`config.mk`:
```
export PLATFORM = sky130hd
export DESIGN_NAME = uart_tx_framer
export DESIGN_NICKNAME = d
export VERILOG_FILES = /design/src/rtl/uart_tx_framer_pkg.sv /design/src/rtl/uart_tx_framer_baud_tick_gen.sv /design/src/rtl/uart_tx_framer.sv
export SDC_FILE = /design/constraint.sdc
export NUM_CORES = 1
export LEC_CHECK = 0
export ABC_AREA = 1
export CAP_MARGIN = 20
export CORE_AREA = 2 2 59 61
export CTS_BUF_LIST = sky130_fd_sc_hd__clkbuf_4
export DETAILED_ROUTE_END_ITERATION = 6
export DIE_AREA = 0 0 61 63
export MAX_ROUTING_LAYER = met4
export PLACE_DENSITY = 0.75
export RECOVER_POWER = 100
export SETUP_SLACK_MARGIN = 0.3
export SYNTH_ARGS = -nofsm -noshare
export SYNTH_HDL_FRONTEND = slang
export SYNTH_SLANG_ARGS = --single-unit
```
`constraint.sdc`:
```
create_clock -name clk -period 3.8 [get_ports clk]
set_clock_uncertainty 0.05 [all_clocks]
set_input_delay 0.95 -clock clk [delete_from_list [all_inputs] [get_ports clk]]
set_output_delay 0.95 -clock clk [all_outputs]
set_load 0.005 [all_outputs]
```
`src/rtl/uart_tx_framer_pkg.sv`:
```
// Shared UART definitions: FSM state encodings, parity sense and default bit timing.
// A future receiver imports the same package.
package uart_tx_framer_pkg;

  typedef enum logic [2:0] {
    ST_IDLE   = 3'd0,
    ST_START  = 3'd1,
    ST_DATA   = 3'd2,
    ST_PARITY = 3'd3,
    ST_STOP   = 3'd4
  } tx_state_t;

  localparam logic PAR_EVEN = 1'b0;
  localparam logic PAR_ODD  = 1'b1;

  // 50 MHz system clock, 115200 baud
  localparam int DEFAULT_CLKS_PER_BIT = 434;

endpackage

```
`src/rtl/uart_tx_framer_baud_tick_gen.sv`:
```
// Bit-time counter: counts 0..CLKS_PER_BIT-1 while not cleared and pulses tick
// for one cycle on the terminal count.
module baud_tick_gen
  import uart_tx_framer_pkg::*;
#(
  parameter int CLKS_PER_BIT = DEFAULT_CLKS_PER_BIT
) (
  input  logic clk,
  input  logic rst,
  input  logic clear,
  output logic tick
);

  localparam int CNT_W = $clog2(CLKS_PER_BIT);
  localparam logic [CNT_W-1:0] LAST = CNT_W'(CLKS_PER_BIT - 1);

  logic [CNT_W-1:0] cnt;

  // Wrapping at LAST means a state that lasts several bits restarts cleanly
  always_ff @(posedge clk) begin
    if (rst || clear) begin
      cnt <= '0;
    end else if (cnt == LAST) begin
      cnt <= '0;
    end else begin
      cnt <= cnt + 1'b1;
    end
  end

  assign tick = !clear && (cnt == LAST);

endmodule

```
`src/rtl/uart_tx_framer.sv`:
```
// UART transmit framer: start bit, DATA_BITS data bits LSB first, optional parity,
// one or two stop bits. txd is driven straight from a flop.
module uart_tx_framer
  import uart_tx_framer_pkg::*;
#(
  parameter int DATA_BITS    = 8,
  parameter int CLKS_PER_BIT = DEFAULT_CLKS_PER_BIT
) (
  input  logic                 clk,
  input  logic                 rst,
  input  logic [DATA_BITS-1:0] tx_data,
  input  logic                 tx_valid,
  output logic                 tx_ready,
  input  logic                 parity_en,
  input  logic                 parity_odd,
  input  logic                 two_stop,
  output logic                 txd,
  output logic                 busy
);

  localparam int IDX_W = $clog2(DATA_BITS);
  localparam logic [IDX_W-1:0] LAST_IDX = IDX_W'(DATA_BITS - 1);

  tx_state_t            state, state_n;
  logic [DATA_BITS-1:0] shadow, shadow_n;
  logic                 sh_pe, sh_pe_n;
  logic                 sh_po, sh_po_n;
  logic                 sh_ts, sh_ts_n;
  logic [IDX_W-1:0]     bit_idx, bit_idx_n;
  logic                 stop_cnt, stop_cnt_n;
  logic                 txd_n;
  logic                 accept;
  logic                 bit_end;
  logic                 baud_clear;

  function automatic logic parity_bit(input logic [DATA_BITS-1:0] d, input logic sense);
    return (^d) ^ (sense == PAR_ODD);
  endfunction

  assign tx_ready   = (state == ST_IDLE);
  assign busy       = (state != ST_IDLE);
  assign accept     = tx_valid && tx_ready;
  assign baud_clear = (state == ST_IDLE);

  baud_tick_gen #(
    .CLKS_PER_BIT(CLKS_PER_BIT)
  ) u_baud (
    .clk  (clk),
    .rst  (rst),
    .clear(baud_clear),
    .tick (bit_end)
  );

  always_comb begin
    state_n    = state;
    bit_idx_n  = bit_idx;
    stop_cnt_n = stop_cnt;
    shadow_n   = shadow;
    sh_pe_n    = sh_pe;
    sh_po_n    = sh_po;
    sh_ts_n    = sh_ts;
    case (state)
      ST_IDLE: begin
        if (accept) begin
          state_n    = ST_START;
          shadow_n   = tx_data;
          sh_pe_n    = parity_en;
          sh_po_n    = parity_odd;
          sh_ts_n    = two_stop;
          bit_idx_n  = '0;
          stop_cnt_n = 1'b0;
        end
      end
      ST_START: begin
        if (bit_end) state_n = ST_DATA;
      end
      ST_DATA: begin
        if (bit_end) begin
          if (bit_idx == LAST_IDX) begin
            state_n = sh_pe ? ST_PARITY : ST_STOP;
          end else begin
            bit_idx_n = bit_idx + 1'b1;
          end
        end
      end
      ST_PARITY: begin
        if (bit_end) state_n = ST_STOP;
      end
      ST_STOP: begin
        if (bit_end) begin
          if (sh_ts && !stop_cnt) begin
            stop_cnt_n = 1'b1;
          end else begin
            state_n = ST_IDLE;
          end
        end
      end
      default: state_n = ST_IDLE;
    endcase
  end

  // Line level is decoded from the next state so the flop shows the new bit on the entry edge
  always_comb begin
    txd_n = 1'b1;
    case (state_n)
      ST_START:  txd_n = 1'b0;
      ST_DATA:   txd_n = shadow_n[bit_idx_n];
      ST_PARITY: txd_n = parity_bit(shadow_n, sh_po_n);
      default:   txd_n = 1'b1;
    endcase
  end

  always_ff @(posedge clk) begin
    if (rst) begin
      state    <= ST_IDLE;
      txd      <= 1'b1;
      bit_idx  <= '0;
      stop_cnt <= 1'b0;
    end else begin
      state    <= state_n;
      txd      <= txd_n;
      bit_idx  <= bit_idx_n;
      stop_cnt <= stop_cnt_n;
    end
  end

  always_ff @(posedge clk) begin
    shadow <= shadow_n;
    sh_pe  <= sh_pe_n;
    sh_po  <= sh_po_n;
    sh_ts  <= sh_ts_n;
  end

endmodule

```
==> summary.txt, run 1 <==
STATUS
---------------------------------------------------------------------------------
Status ............................................................. finished clean

SYNTHESIS
---------------------------------------------------------------------------------
Post-synthesis sequential area ratio ...............................        34.5%
Share of the synthesized area in the top cell type .................        30.9%
Distinct cell type count after synthesis ...........................           30
Cell taking the most area after synthesis .......................... sky130_fd_sc_hd__dfxtp_1
Number of cells produced by synthesis ..............................          248
EDFF count, synth ..................................................            2
Dominant cell by count in the synthesized netlist .................. sky130_fd_sc_hd__nand2_1
Most area-consuming cells after synthesis .......................... sky130_fd_sc_hd__dfxtp_1 31%, sky130_fd_sc_hd__nand2_1 16%, sky130_fd_sc_hd__inv_1 7.4%
Share of synthesized flip-flops with an asynchronous set or reset ..           0%
Post-synthesis instance area .......................................    1680 um^2
Synth warn .........................................................            0
Top FF cell, synth ................................................. sky130_fd_sc_hd__dfxtp_1
Average instance area after synthesis ..............................    6.79 um^2
Post-synthesis net count ...........................................          265
Post-synth top cells ............................................... 71 x sky130_fd_sc_hd__nand2_1, 33 x sky130_fd_sc_hd__inv_1, 26 x sky130_fd_sc_hd__dfxtp_1
#FFs+latches synth .................................................           28

ROUTING
---------------------------------------------------------------------------------
Post-route DRC .....................................................            0
Number of iterations in the first detailed-routing pass ............            4
Routed met3 length .................................................        69 um
Vias per Instance ..................................................         4.67
Routed wire length .................................................      3.02 mm
Met2 WL post-DR ....................................................      1.33 mm
Starting DRT DRC Count .............................................           78
Wire length the detailed router placed on met1 .....................      1.57 mm
Highest routing layer actually used ................................         met4
Average detailed-routed wire length per instance ...................      9.69 um
Routed via count ...................................................         1458
Post-route ant nets ................................................            0

CRITICAL PATH
---------------------------------------------------------------------------------
Most numerous cell on the critical path ............................ sky130_fd_sc_hd__nand2_1
List of cells traversed by the critical path ....................... dlygate4sd3_1 > nand3_4 > o21ai_0 > inv_1 > nand2_1 > nand2_2 > inv_2 > nand2_2 > nand2_1 > inv_1 > nand2_1 > nand2_1 > nand2_1 > nand3_2
Slowest stage delay, CP ............................................      0.63 ns
Endpoint required time on the critical path ........................      4.00 ns
Top cell family by delay on the critical path ...................... buffers and inverters
Buffers & Inverters on Critical Path ...............................            4
Slowest library cell on the worst path ............................. sky130_fd_sc_hd__dlygate4sd3_1
Path type of the worst setup path ..................................       in2reg
Crit start category ................................................    input pin
Maximum net fanout on the critical path ............................           24
Worst Path Arrival .................................................      3.00 ns
Type of destination of the critical path ...........................     register

MIN PATH
---------------------------------------------------------------------------------
Min-delay worst type ...............................................      reg2reg

GLOBAL ROUTE
---------------------------------------------------------------------------------
Wire length of the first global-routing pass .......................      5.43 mm
Via count of the first global-routing pass .........................         1317
Global-route total usage across every layer ........................        18.9%
Remaining global-route overflow ....................................            0
Maximum number of pins on one net before global-route repair .......           25
Number of antenna violations at the first check in global routing ..            0

CLOCKING
---------------------------------------------------------------------------------
Number of clock sinks seen by CTS ..................................           28
CTS resizes ........................................................            0
Register clock-pin slew on the reported worst setup and hold paths .      0.15 ns
Clock network latency to the later pin of the worst-skew pair ......      0.33 ns
Clock Root Buffer .................................................. sky130_fd_sc_hd__clkbuf_4
Post-CTS setup repair buffer count .................................            0
H-tree lvl count ...................................................            1
Hold bufs inserted after CTS .......................................            0
CTS tree ...........................................................          yes
Clock buffers created by TritonCTS .................................            3
Clock Path Buffers .................................................            2

STA
---------------------------------------------------------------------------------
Fin crit period ....................................................      2.80 ns
Minimum setup slack in the final design ............................      1.00 ns
Fin. Hold Viols ....................................................            0
Upper clock frequency limit ........................................      357 MHz
Normalized max-slew margin .........................................        75.9%
Count of final setup violators .....................................            0
Period Utilization, post-route .....................................        73.7%
Number of max-slew violations in the final report ..................            0
Transition time at the pin with the least slew margin ..............     0.358 ns
RSZ-0062 raised after global routing ...............................        false
Final sum of negative setup slack ..................................         0 ns

PLACED DESIGN
---------------------------------------------------------------------------------
Quantity of I/O buffers inserted on ports ..........................           16
Cell count after placement .........................................          308
Placer congestion estimate .........................................        0.847
Worst slack at placement ...........................................     0.828 ns
Detailed placement HPWL ............................................      2.41 mm

POWER
---------------------------------------------------------------------------------
Leakage power summed over all cells ................................  0.000874 uW
Max rail drop VDD ..................................................     0.171 mV
Total power per unit cell area .....................................  321 nW/um^2

FINISH
---------------------------------------------------------------------------------
Antenna Cells ......................................................            0
Area added between synthesis and finish ............................        11.4%
Final cell count without fillers ...................................          312
Total of fill cells in the finished design .........................          328
Layout Utilization .................................................        58.1%
Nets@finish ........................................................          284
Share of cells above drive strength 1 ..............................        14.3%

FLOW RUN
---------------------------------------------------------------------------------
Number of maximum-capacitance violations ...........................            0

FLOORPLANNING
---------------------------------------------------------------------------------
Number of placement rows ...........................................           21
Core outline area ..................................................    3230 um^2
Die span in y ......................................................        63 um
Die Outline Area ...................................................    3840 um^2
Number of I/O pins .................................................           17
Die X-Extent .......................................................        61 um
Initial Utilization ................................................        52.1%

final cells by class:
class	count	area, um^2	share of cell area [%]
Timing Repair Buffer	16	160	8.53
Multi-Input combinational cell	175	886	47.2
Tap cell	46	57.6	3.07
Sequential cell	28	581	30.9
Inverter	43	163	8.67
Clock buffer	4	30.0	1.60
cell usage in the layout, fill, tap and decap left out, types with 2 or more instances in the layout:
cell type                         count
sky130_fd_sc_hd__nand2_1             75
sky130_fd_sc_hd__inv_1               35
sky130_fd_sc_hd__nor2_1              26
sky130_fd_sc_hd__dfxtp_1             26
sky130_fd_sc_hd__nand3_1             15
sky130_fd_sc_hd__nand2_2             14
sky130_fd_sc_hd__clkdlybuf4s50_1     10
sky130_fd_sc_hd__a21oi_1              8
sky130_fd_sc_hd__o21ai_0              7
sky130_fd_sc_hd__inv_2                7
sky130_fd_sc_hd__dlygate4sd3_1        6
sky130_fd_sc_hd__nand4_1              5
sky130_fd_sc_hd__clkbuf_4             4
sky130_fd_sc_hd__o21ai_2              3
sky130_fd_sc_hd__nor3b_1              3
sky130_fd_sc_hd__nand3_2              3
sky130_fd_sc_hd__ha_1                 3
sky130_fd_sc_hd__or2_2                2
sky130_fd_sc_hd__nor3_1               2
sky130_fd_sc_hd__edfxtp_1             2
power breakdown:
part	switching (uW)	internal (uW)	leakage, uW
clock network	87.4	48.3	0.0000184
logic	84.6	58.3	0.000623
registers	8.51	315	0.000232
per-layer routing:
layer / track usage, % / up-vias
li1: - / 800
met4: 7.34 / 0
met3: 2.48 / 5
met5: - / -
met1: 26.0 / 636
met2: 27.7 / 17
kinds of logic (layout without fill, tap and decap cells):
group	count (synthesis)	after routing	share of synthesized area, %
AO/OA/AOI/OAI	21	21	8.77
buffers and inverters	45	63	11.2
XOR/XNOR	2	2	1.04
AND/OR/NAND/NOR	149	149	42.3
flip-flops	28	28	34.5
adder cells (fa/ha/maj)	3	3	2.23
path summary, 6_finish.rpt:
path | from | endpoint | slack (ns) | depth (start not counted)
max | tx_valid | txd$_SDFF_PP1_ | 1.00 | 14
min | shadow[5]$_DFF_P_ | shadow[5]$_DFF_P_ | 0.43 | 2
max reg2reg | state[1]$_SDFF_PP0_ | txd$_SDFF_PP1_ | 1.59 | 14
min reg2reg | shadow[5]$_DFF_P_ | shadow[5]$_DFF_P_ | 0.43 | 2
worst register-to-register path, delay by kind of cell (launching register included):
kind                   cells  cell delay [ns]
AOI/OAI and AO/OA          1             0.42
buffers and inverters      4             0.45
DFF                        1             0.38
and+or+nand+nor            9             0.81
flip-flops by register name, summed over array words and instances (netlist names):
name	count
txd	1
state	3
bit_idx	3
u_baud.cnt	9
stop_cnt	1
sh_ts	1
sh_pe	1
shadow	8
sh_po	1
per-stage QoR:
| step | hold WS (ns) | instance area, um^2 | total power, uW |
|---|---|---|---|
| 2_1_floorplan | 0.383 | 1680 | 447 |
| 3_3_place_gp | 0.399 | 1880 | 480 |
| 3_5_place_dp | 0.413 | 1880 | 483 |
| 4_1_cts | 0.435 | 1910 | 617 |
| 5_1_grt | 0.454 | 1880 | 647 |
| 6_report | 0.432 | 1880 | 602 |
Note: power is estimated with default switching activity, not from simulation.
==> inputs of run 2 (changes only) <==
- CORE_AREA: 2 2 59 61 -> 2 2 60 62
- DIE_AREA: 0 0 61 63 -> 0 0 62 64
- clock period: 3.8 -> 2.5 ns (I/O delays scaled with it)
==> run 2 against run 1 <==
  * Clock-buffer cell count is 1 lower
  * Register-to-register slack worse by 1.1 ns
  * Non-clock buffer count is 5 higher
  * Die area is 3.3% higher
  * Critical path type is now reg2out
  * Critical endpoint is now busy
==> summary.txt, run 2 (synthesis gave the netlist of run 1 again) <==
FLOORPLANNING
---------------------------------------------------------------------------------
Initial Utilization ................................................        51.3%   was 52.1%
Die span in y ......................................................        64 um   was 63 um
Number of I/O pins .................................................           17   unchanged
Core outline area ..................................................    3280 um^2   was 3230 um^2
Number of placement rows ...........................................           21   unchanged
Die Outline Area ...................................................    3970 um^2   was 3840 um^2
Die X-Extent .......................................................        62 um   was 61 um

CLOCKING
---------------------------------------------------------------------------------
Clock Root Buffer .................................................. sky130_fd_sc_hd__clkbuf_4   unchanged
H-tree lvl count ...................................................            1   unchanged
Clock buffers created by TritonCTS .................................            3   unchanged
Clock network latency to the later pin of the worst-skew pair ......      0.35 ns   was 0.33 ns
Number of clock sinks seen by CTS ..................................           28   unchanged
CTS tree ...........................................................          yes   unchanged
Clock Path Buffers .................................................            2   unchanged
Register clock-pin slew on the reported worst setup and hold paths .      0.16 ns   was 0.15 ns

CRITICAL PATH
---------------------------------------------------------------------------------
Critical R2R Launch ................................................ u_baud.cnt[1]$_SDFF_PP0_   was state[1]$_SDFF_PP0_
Crit start category ................................................     register   was input pin
Internal reg-to-reg setup slack ....................................      0.45 ns   was 1.59 ns
Type of destination of the critical path ...........................  output port   was register
Worst Path Arrival .................................................      1.55 ns   was 3.00 ns
Endpoint required time on the critical path ........................      1.82 ns   was 4.00 ns
Number of cells on the worst reg-to-reg path .......................           15   was 14
Maximum net fanout on the critical path ............................            5   was 24
Critical R2R Capture ............................................... txd$_SDFF_PP1_   unchanged
Path type of the worst setup path ..................................      reg2out   was in2reg

GLOBAL ROUTE
---------------------------------------------------------------------------------
Maximum number of pins on one net before global-route repair .......           25   unchanged
Wire length of the first global-routing pass .......................      5.50 mm   was 5.43 mm
Global-route total usage across every layer ........................        18.6%   was 18.9%
Via count of the first global-routing pass .........................         1337   was 1317
Number of antenna violations at the first check in global routing ..            0   unchanged
Remaining global-route overflow ....................................            0   unchanged

FINISH
---------------------------------------------------------------------------------
Antenna Cells ......................................................            0   unchanged
Commonest non-fill, non-tap cells in the layout .................... 71 x sky130_fd_sc_hd__nand2_1, 34 x sky130_fd_sc_hd__inv_1, 26 x sky130_fd_sc_hd__nor2_1   was 75 x sky130_fd_sc_hd__nand2_1, 35 x sky130_fd_sc_hd__inv_1, 26 x sky130_fd_sc_hd__nor2_1, 26 x sky130_fd_sc_hd__dfxtp_1, 15 x sky130_fd_sc_hd__nand3_1
Total of fill cells in the finished design .........................          296   was 328
Layout Utilization .................................................        59.5%   was 58.1%
Area taken by multi-input logic gates ..............................     908 um^2   was 886 um^2
Share of cells above drive strength 1 ..............................        18.8%   was 14.3%
Combined flip-flop and latch cell area .............................     587 um^2   was 581 um^2
Number of flip-flops in the largest register .......................            9   unchanged
Commonest non-fill, non-tap cell in the layout ..................... sky130_fd_sc_hd__nand2_1   unchanged
Fin area ...........................................................    1960 um^2   was 1880 um^2
Largest registers .................................................. u_baud.cnt x9, shadow x8   unchanged
Nets@finish ........................................................          289   was 284
Area added between synthesis and finish ............................        16.1%   was 11.4%
Register containing the most flip-flops in the final layout ........   u_baud.cnt   unchanged

STA
---------------------------------------------------------------------------------
Upper clock frequency limit ........................................      450 MHz
Transition time at the pin with the least slew margin ..............     0.387 ns   was 0.358 ns
Number of max-slew violations in the final report ..................            0   unchanged
Fin crit period ....................................................      2.22 ns
Final sum of negative setup slack ..................................         0 ns   unchanged
Normalized max-slew margin .........................................        74.2%   was 75.9%
Period Utilization, post-route .....................................        88.9%
RSZ-0062 raised after global routing ...............................         true   was false
Count of final setup violators .....................................            0   unchanged
Fin. Hold Viols ....................................................            0   unchanged

MIN PATH
---------------------------------------------------------------------------------
Hold-critical path depth ...........................................            1   was 2
Min-delay worst type ...............................................      reg2reg   unchanged
Hold-critical path endpoint ........................................ u_baud.cnt[0]$_SDFF_PP0_   was shadow[5]$_DFF_P_
Hold path start .................................................... u_baud.cnt[0]$_SDFF_PP0_   was shadow[5]$_DFF_P_

ROUTING
---------------------------------------------------------------------------------
Post-route ant nets ................................................            0   unchanged
Post-route DRC .....................................................            0   unchanged
Starting DRT DRC Count .............................................          107   was 78
Routed via count ...................................................         1503   was 1458
Average detailed-routed wire length per instance ...................      9.58 um   was 9.69 um
Number of iterations in the first detailed-routing pass ............            4   unchanged
Routed wire length .................................................      3.04 mm   was 3.02 mm
Vias per Instance ..................................................         4.74   was 4.67

STATUS
---------------------------------------------------------------------------------
Status ............................................................. finished clean   unchanged

PLACED DESIGN
---------------------------------------------------------------------------------
Detailed placement HPWL ............................................      2.38 mm   was 2.41 mm
Placer congestion estimate .........................................        0.839   was 0.847
Area of placed instances ...........................................    1900 um^2   was 1880 um^2
Quantity of I/O buffers inserted on ports ..........................           16   unchanged

POWER
---------------------------------------------------------------------------------
Max rail drop VDD ..................................................     0.329 mV   was 0.171 mV
Total power per unit cell area .....................................  472 nW/um^2   was 321 nW/um^2
Leakage power summed over all cells ................................  0.000916 uW   was 0.000874 uW

FLOW RUN
---------------------------------------------------------------------------------
Number of maximum-capacitance violations ...........................            0   unchanged

run 2: cell types whose count changed in the layout (fill, tap and decap cells not counted), sizes merged:
cell	before	now
buf	0	4
clkinv	1	2
dlygate4sd3	6	5
dlymetal6s2s	0	1
run 2: worst max path at each step:
stage,startpoint,end,slack [ns],cells past startpoint
2_1_floorplan,tx_valid,txd$_SDFF_PP1_,0.75,15
3_3_place_gp,tx_valid,txd$_SDFF_PP1_,0.11,15
3_5_place_dp,tx_valid,txd$_SDFF_PP1_,0.06,15
4_1_cts,state[2]$_SDFF_PP0_,tx_ready,0.32,4
5_1_grt,tx_valid,txd$_SDFF_PP1_,0.16,14
6_report,state[2]$_SDFF_PP0_,busy,0.28,3
run 2: worst max-delay path, cell delays in order, from the launching register on:
cell and delay, ns:
sky130_fd_sc_hd__dfxtp_1 0.39, sky130_fd_sc_hd__nor2_4 0.14, sky130_fd_sc_hd__nand2_2 0.09, sky130_fd_sc_hd__dlygate4sd3_1 0.58
run 2: final cells by class:
| cell class | instances | area share [%] |
|---|---|---|
| clock inverter | 1 | 0.192 |
| tap | 46 | 2.94 |
| timing repair buffer | 21 | 10.7 |
| clock buffer | 3 | 1.15 |
| multi-input combinational | 175 | 46.4 |
| inverter | 43 | 8.57 |
| sequential | 28 | 30.0 |
run 2: power breakdown:
part	switching, uW	leakage [uW]	internal (uW)	total [uW]
Clock	139	0.0000154	59.0	198
Combinational	133	0.000667	99.0	232
Sequential	13.6	0.000234	478	492
run 2: per-stage QoR:
stage / instances / total power, uW / setup slack (ns) / hold slack, ns
after floorplan: 248 / 680 / 0.751 / 0.383
after global placement: 310 / 736 / 0.108 / 0.399
after detailed placement: 310 / 740 / 0.0585 / 0.408
after CTS: 315 / 937 / 0.321 / 0.435
after global routing: 317 / 984 / 0.156 / 0.427
final: 317 / 922 / 0.276 / 0.405
run 2: timing repair:
item / CTS / global route
endpoints found under the setup margin: 2 / 3
pin swaps: 1 / 1
gates resized for setup: 5 / 5
hold buffers: 0 / 0
buffers inserted: 1 / 2
run 2: routing by layer:
layer  GRT usage [%]  vias to the layer above  wire length, um  share of wire [%]
li1                -                      817                -                  -
met1            25.3                      645             1450                 48
met2            27.7                       36             1340                 44
met3            2.43                        5              192                6.3
met4            7.18                        0               55                1.8
met5               -                        -                0                  0
==> inputs of run 3 (changes only) <==
- CORE_AREA: 2 2 60 62 -> 2 2 59 61
- DIE_AREA: 0 0 62 64 -> 0 0 61 63
- MAX_ROUTING_LAYER: met4 -> unset
- clock period: 2.5 -> 2.87 ns (I/O delays scaled with it)
==> run 3 against run 2 <==
  * Setup slack improved by 0.044 ns
  * Clock-buffer cell count unchanged
  * Die area decreased by 3.2%
  * Hold slack better by 0.030 ns
  * Sequential share of layout area grew 0.87 points
  * Sequential power shrank 13%
  * Via count down 0.80%
  * Power shrank 15%
  * Register-to-register slack improved by 0.27 ns
  * Highest routed layer unchanged
==> summary.txt, run 3 (synthesis gave the netlist of run 1 again) <==
STATUS
---------------------------------------------------------------------------------
Status ............................................................. finished clean   unchanged

MIN PATH
---------------------------------------------------------------------------------
Hold path start .................................................... shadow[5]$_DFF_P_   was u_baud.cnt[0]$_SDFF_PP0_
Hold-critical path endpoint ........................................ shadow[5]$_DFF_P_   was u_baud.cnt[0]$_SDFF_PP0_
Min-delay worst type ...............................................      reg2reg   unchanged
Hold-critical path depth ...........................................            2   was 1

CLOCKING
---------------------------------------------------------------------------------
Post-CTS setup repair buffer count .................................            0   was 1
Hold bufs inserted after CTS .......................................            0   unchanged
CTS resizes ........................................................            0   was 5
Clock buffers created by TritonCTS .................................            3   unchanged
CTS tree ...........................................................          yes   unchanged
Register clock-pin slew on the reported worst setup and hold paths .      0.15 ns   was 0.16 ns
Clock Path Buffers .................................................            2   unchanged
Number of clock sinks seen by CTS ..................................           28   unchanged
H-tree lvl count ...................................................            1   unchanged
Clock Root Buffer .................................................. sky130_fd_sc_hd__clkbuf_4   unchanged
Clock network latency to the later pin of the worst-skew pair ......      0.32 ns   was 0.35 ns

CRITICAL PATH
---------------------------------------------------------------------------------
Maximum net fanout on the critical path ............................            7   was 5
Type of destination of the critical path ...........................  output port   unchanged
Critical R2R Capture ............................................... txd$_SDFF_PP1_   unchanged
Internal reg-to-reg setup slack ....................................      0.72 ns   was 0.45 ns
Number of cells on the worst reg-to-reg path .......................           14   was 15
Path type of the worst setup path ..................................      reg2out   unchanged
Endpoint required time on the critical path ........................      2.10 ns   was 1.82 ns
Crit start category ................................................     register   unchanged
Critical R2R Launch ................................................ state[1]$_SDFF_PP0_   was u_baud.cnt[1]$_SDFF_PP0_
Worst Path Arrival .................................................      1.78 ns   was 1.55 ns

FLOORPLANNING
---------------------------------------------------------------------------------
Die span in y ......................................................        63 um   was 64 um
Die Outline Area ...................................................    3840 um^2   was 3970 um^2
Initial Utilization ................................................        52.1%   was 51.3%
Core outline area ..................................................    3230 um^2   was 3280 um^2
Number of I/O pins .................................................           17   unchanged
Die X-Extent .......................................................        61 um   was 62 um
Number of placement rows ...........................................           21   unchanged

ROUTING
---------------------------------------------------------------------------------
Number of iterations in the first detailed-routing pass ............            4   unchanged
Vias per Instance ..................................................         4.76   was 4.74
Post-route ant nets ................................................            0   unchanged
Average detailed-routed wire length per instance ...................      9.53 um   was 9.58 um
Post-route DRC .....................................................            0   unchanged
Starting DRT DRC Count .............................................           46   was 107
Routed wire length .................................................      2.98 mm   was 3.04 mm
Routed via count ...................................................         1491   was 1503

FINISH
---------------------------------------------------------------------------------
Register containing the most flip-flops in the final layout ........   u_baud.cnt   unchanged
Largest registers .................................................. u_baud.cnt x9, shadow x8   unchanged
Nets@finish ........................................................          285   was 289
Fin area ...........................................................    1880 um^2   was 1960 um^2
Share of cells above drive strength 1 ..............................        13.9%   was 18.8%
Area added between synthesis and finish ............................        11.7%   was 16.1%
Number of flip-flops in the largest register .......................            9   unchanged
Layout Utilization .................................................        58.2%   was 59.5%
Commonest non-fill, non-tap cell in the layout ..................... sky130_fd_sc_hd__nand2_1   unchanged
Antenna Cells ......................................................            0   unchanged
Commonest non-fill, non-tap cells in the layout .................... 74 x sky130_fd_sc_hd__nand2_1, 35 x sky130_fd_sc_hd__inv_1, 26 x sky130_fd_sc_hd__nor2_1, 26 x sky130_fd_sc_hd__dfxtp_1, 15 x sky130_fd_sc_hd__nand3_1   was 71 x sky130_fd_sc_hd__nand2_1, 34 x sky130_fd_sc_hd__inv_1, 26 x sky130_fd_sc_hd__nor2_1

POWER
---------------------------------------------------------------------------------
Combinational share of power .......................................        24.2%   was 25.2%
Internal cell power ................................................       546 uW   was 636 uW
Leakage power summed over all cells ................................  0.000876 uW   was 0.000916 uW
Total power per unit cell area .....................................  418 nW/um^2   was 472 nW/um^2
Switching power of the nets ........................................       239 uW   was 286 uW
Reg power frac .....................................................        54.5%   was 53.3%
Sw Ratio ...........................................................        30.5%   was 31.0%
Portion of total power attributed to the clock network .............        21.2%   was 21.5%
Max rail drop VDD ..................................................     0.201 mV   was 0.329 mV

GLOBAL ROUTE
---------------------------------------------------------------------------------
Via count of the first global-routing pass .........................         1297   was 1337
Number of antenna violations at the first check in global routing ..            0   unchanged
Remaining global-route overflow ....................................            0   unchanged
Maximum number of pins on one net before global-route repair .......           25   unchanged
Global-route total usage across every layer ........................        18.0%   was 18.6%
Wire length of the first global-routing pass .......................      5.46 mm   was 5.50 mm

FLOW RUN
---------------------------------------------------------------------------------
Number of maximum-capacitance violations ...........................            0   unchanged

PLACED DESIGN
---------------------------------------------------------------------------------
Placer congestion estimate .........................................        0.921   was 0.839
Quantity of I/O buffers inserted on ports ..........................           16   unchanged
Area of placed instances ...........................................    1880 um^2   was 1900 um^2
Detailed placement HPWL ............................................      2.41 mm   was 2.38 mm

STA
---------------------------------------------------------------------------------
Number of max-slew violations in the final report ..................            0   unchanged
Period Utilization, post-route .....................................        88.9%
Transition time at the pin with the least slew margin ..............     0.375 ns   was 0.387 ns
Final sum of negative setup slack ..................................         0 ns   unchanged
Count of final setup violators .....................................            0   unchanged
RSZ-0062 raised after global routing ...............................        false   was true
Fin. Hold Viols ....................................................            0   unchanged
Upper clock frequency limit ........................................      392 MHz
Worst Hold Margin ..................................................     0.436 ns   was 0.405 ns
Normalized max-slew margin .........................................        74.8%   was 74.2%
Fin crit period ....................................................      2.55 ns

## run 3: cell count changes in the layout (fill, tap and decap cells not counted), sizes merged
cell / before / now
dlymetal6s2s: 1 / 0
buf: 4 / 0
dlygate4sd3: 5 / 6
## run 3: how the worst max path moves through the flow
| stage | depth (start not counted) | slack (ns) | end | startpoint |
|---|---|---|---|---|
| finish | 4 | 0.32 | tx_ready | state[1]$_SDFF_PP0_ |
| global route | 14 | 0.17 | txd$_SDFF_PP1_ | tx_valid |
| CTS | 4 | 0.42 | tx_ready | state[0]$_SDFF_PP0_ |
| detailed placement | 14 | 0.19 | txd$_SDFF_PP1_ | tx_valid |
| global placement | 14 | 0.23 | txd$_SDFF_PP1_ | tx_valid |
| floorplan | 15 | 1.03 | txd$_SDFF_PP1_ | tx_valid |
## run 3: power by group through the flow
stage | sequential [uW] | clock, uW | combinational (uW)
2_1_floorplan | 436 | 0 | 156
3_3_place_gp | 438 | 0 | 199
3_5_place_dp | 438 | 0 | 202
4_1_cts | 430 | 172 | 202
5_1_grt | 431 | 195 | 220
6_report | 429 | 167 | 191
## run 3: area by class of cell
class | instances | area, um^2
clock inverters | 1 | 3.75
clock buffers | 3 | 22.5
fillers | 337 | 1350
multi-input cells | 175 | 890
well taps | 46 | 57.6
repair buffers | 17 | 164
flip-flops and latches | 28 | 581
inverters | 43 | 163
## run 3: worst max-delay path: stages, from the launching register on
cell	delay, ns
sky130_fd_sc_hd__dfxtp_1	0.38
sky130_fd_sc_hd__inv_1	0.25
sky130_fd_sc_hd__nand2_1	0.19
sky130_fd_sc_hd__inv_1	0.07
sky130_fd_sc_hd__dlygate4sd3_1	0.56
## run 3: routing by layer
metal	vias to the layer above	global-route usage (%)	share of wire, %
li1	806	-	-
met1	660	26.8	52
met2	21	27.2	45
met3	4	2.48	3.0
met4	0	4.08	0.91
met5	-	0	0
## run 3: through the flow
| step | setup slack [ns] | instances | total power, uW |
|---|---|---|---|
| 6_report | 0.320 | 313 | 786 |
| 5_1_grt | 0.170 | 313 | 845 |
| 4_1_cts | 0.417 | 313 | 804 |
| 3_5_place_dp | 0.194 | 309 | 640 |
| 3_3_place_gp | 0.228 | 309 | 636 |
| 2_1_floorplan | 1.03 | 248 | 592 |
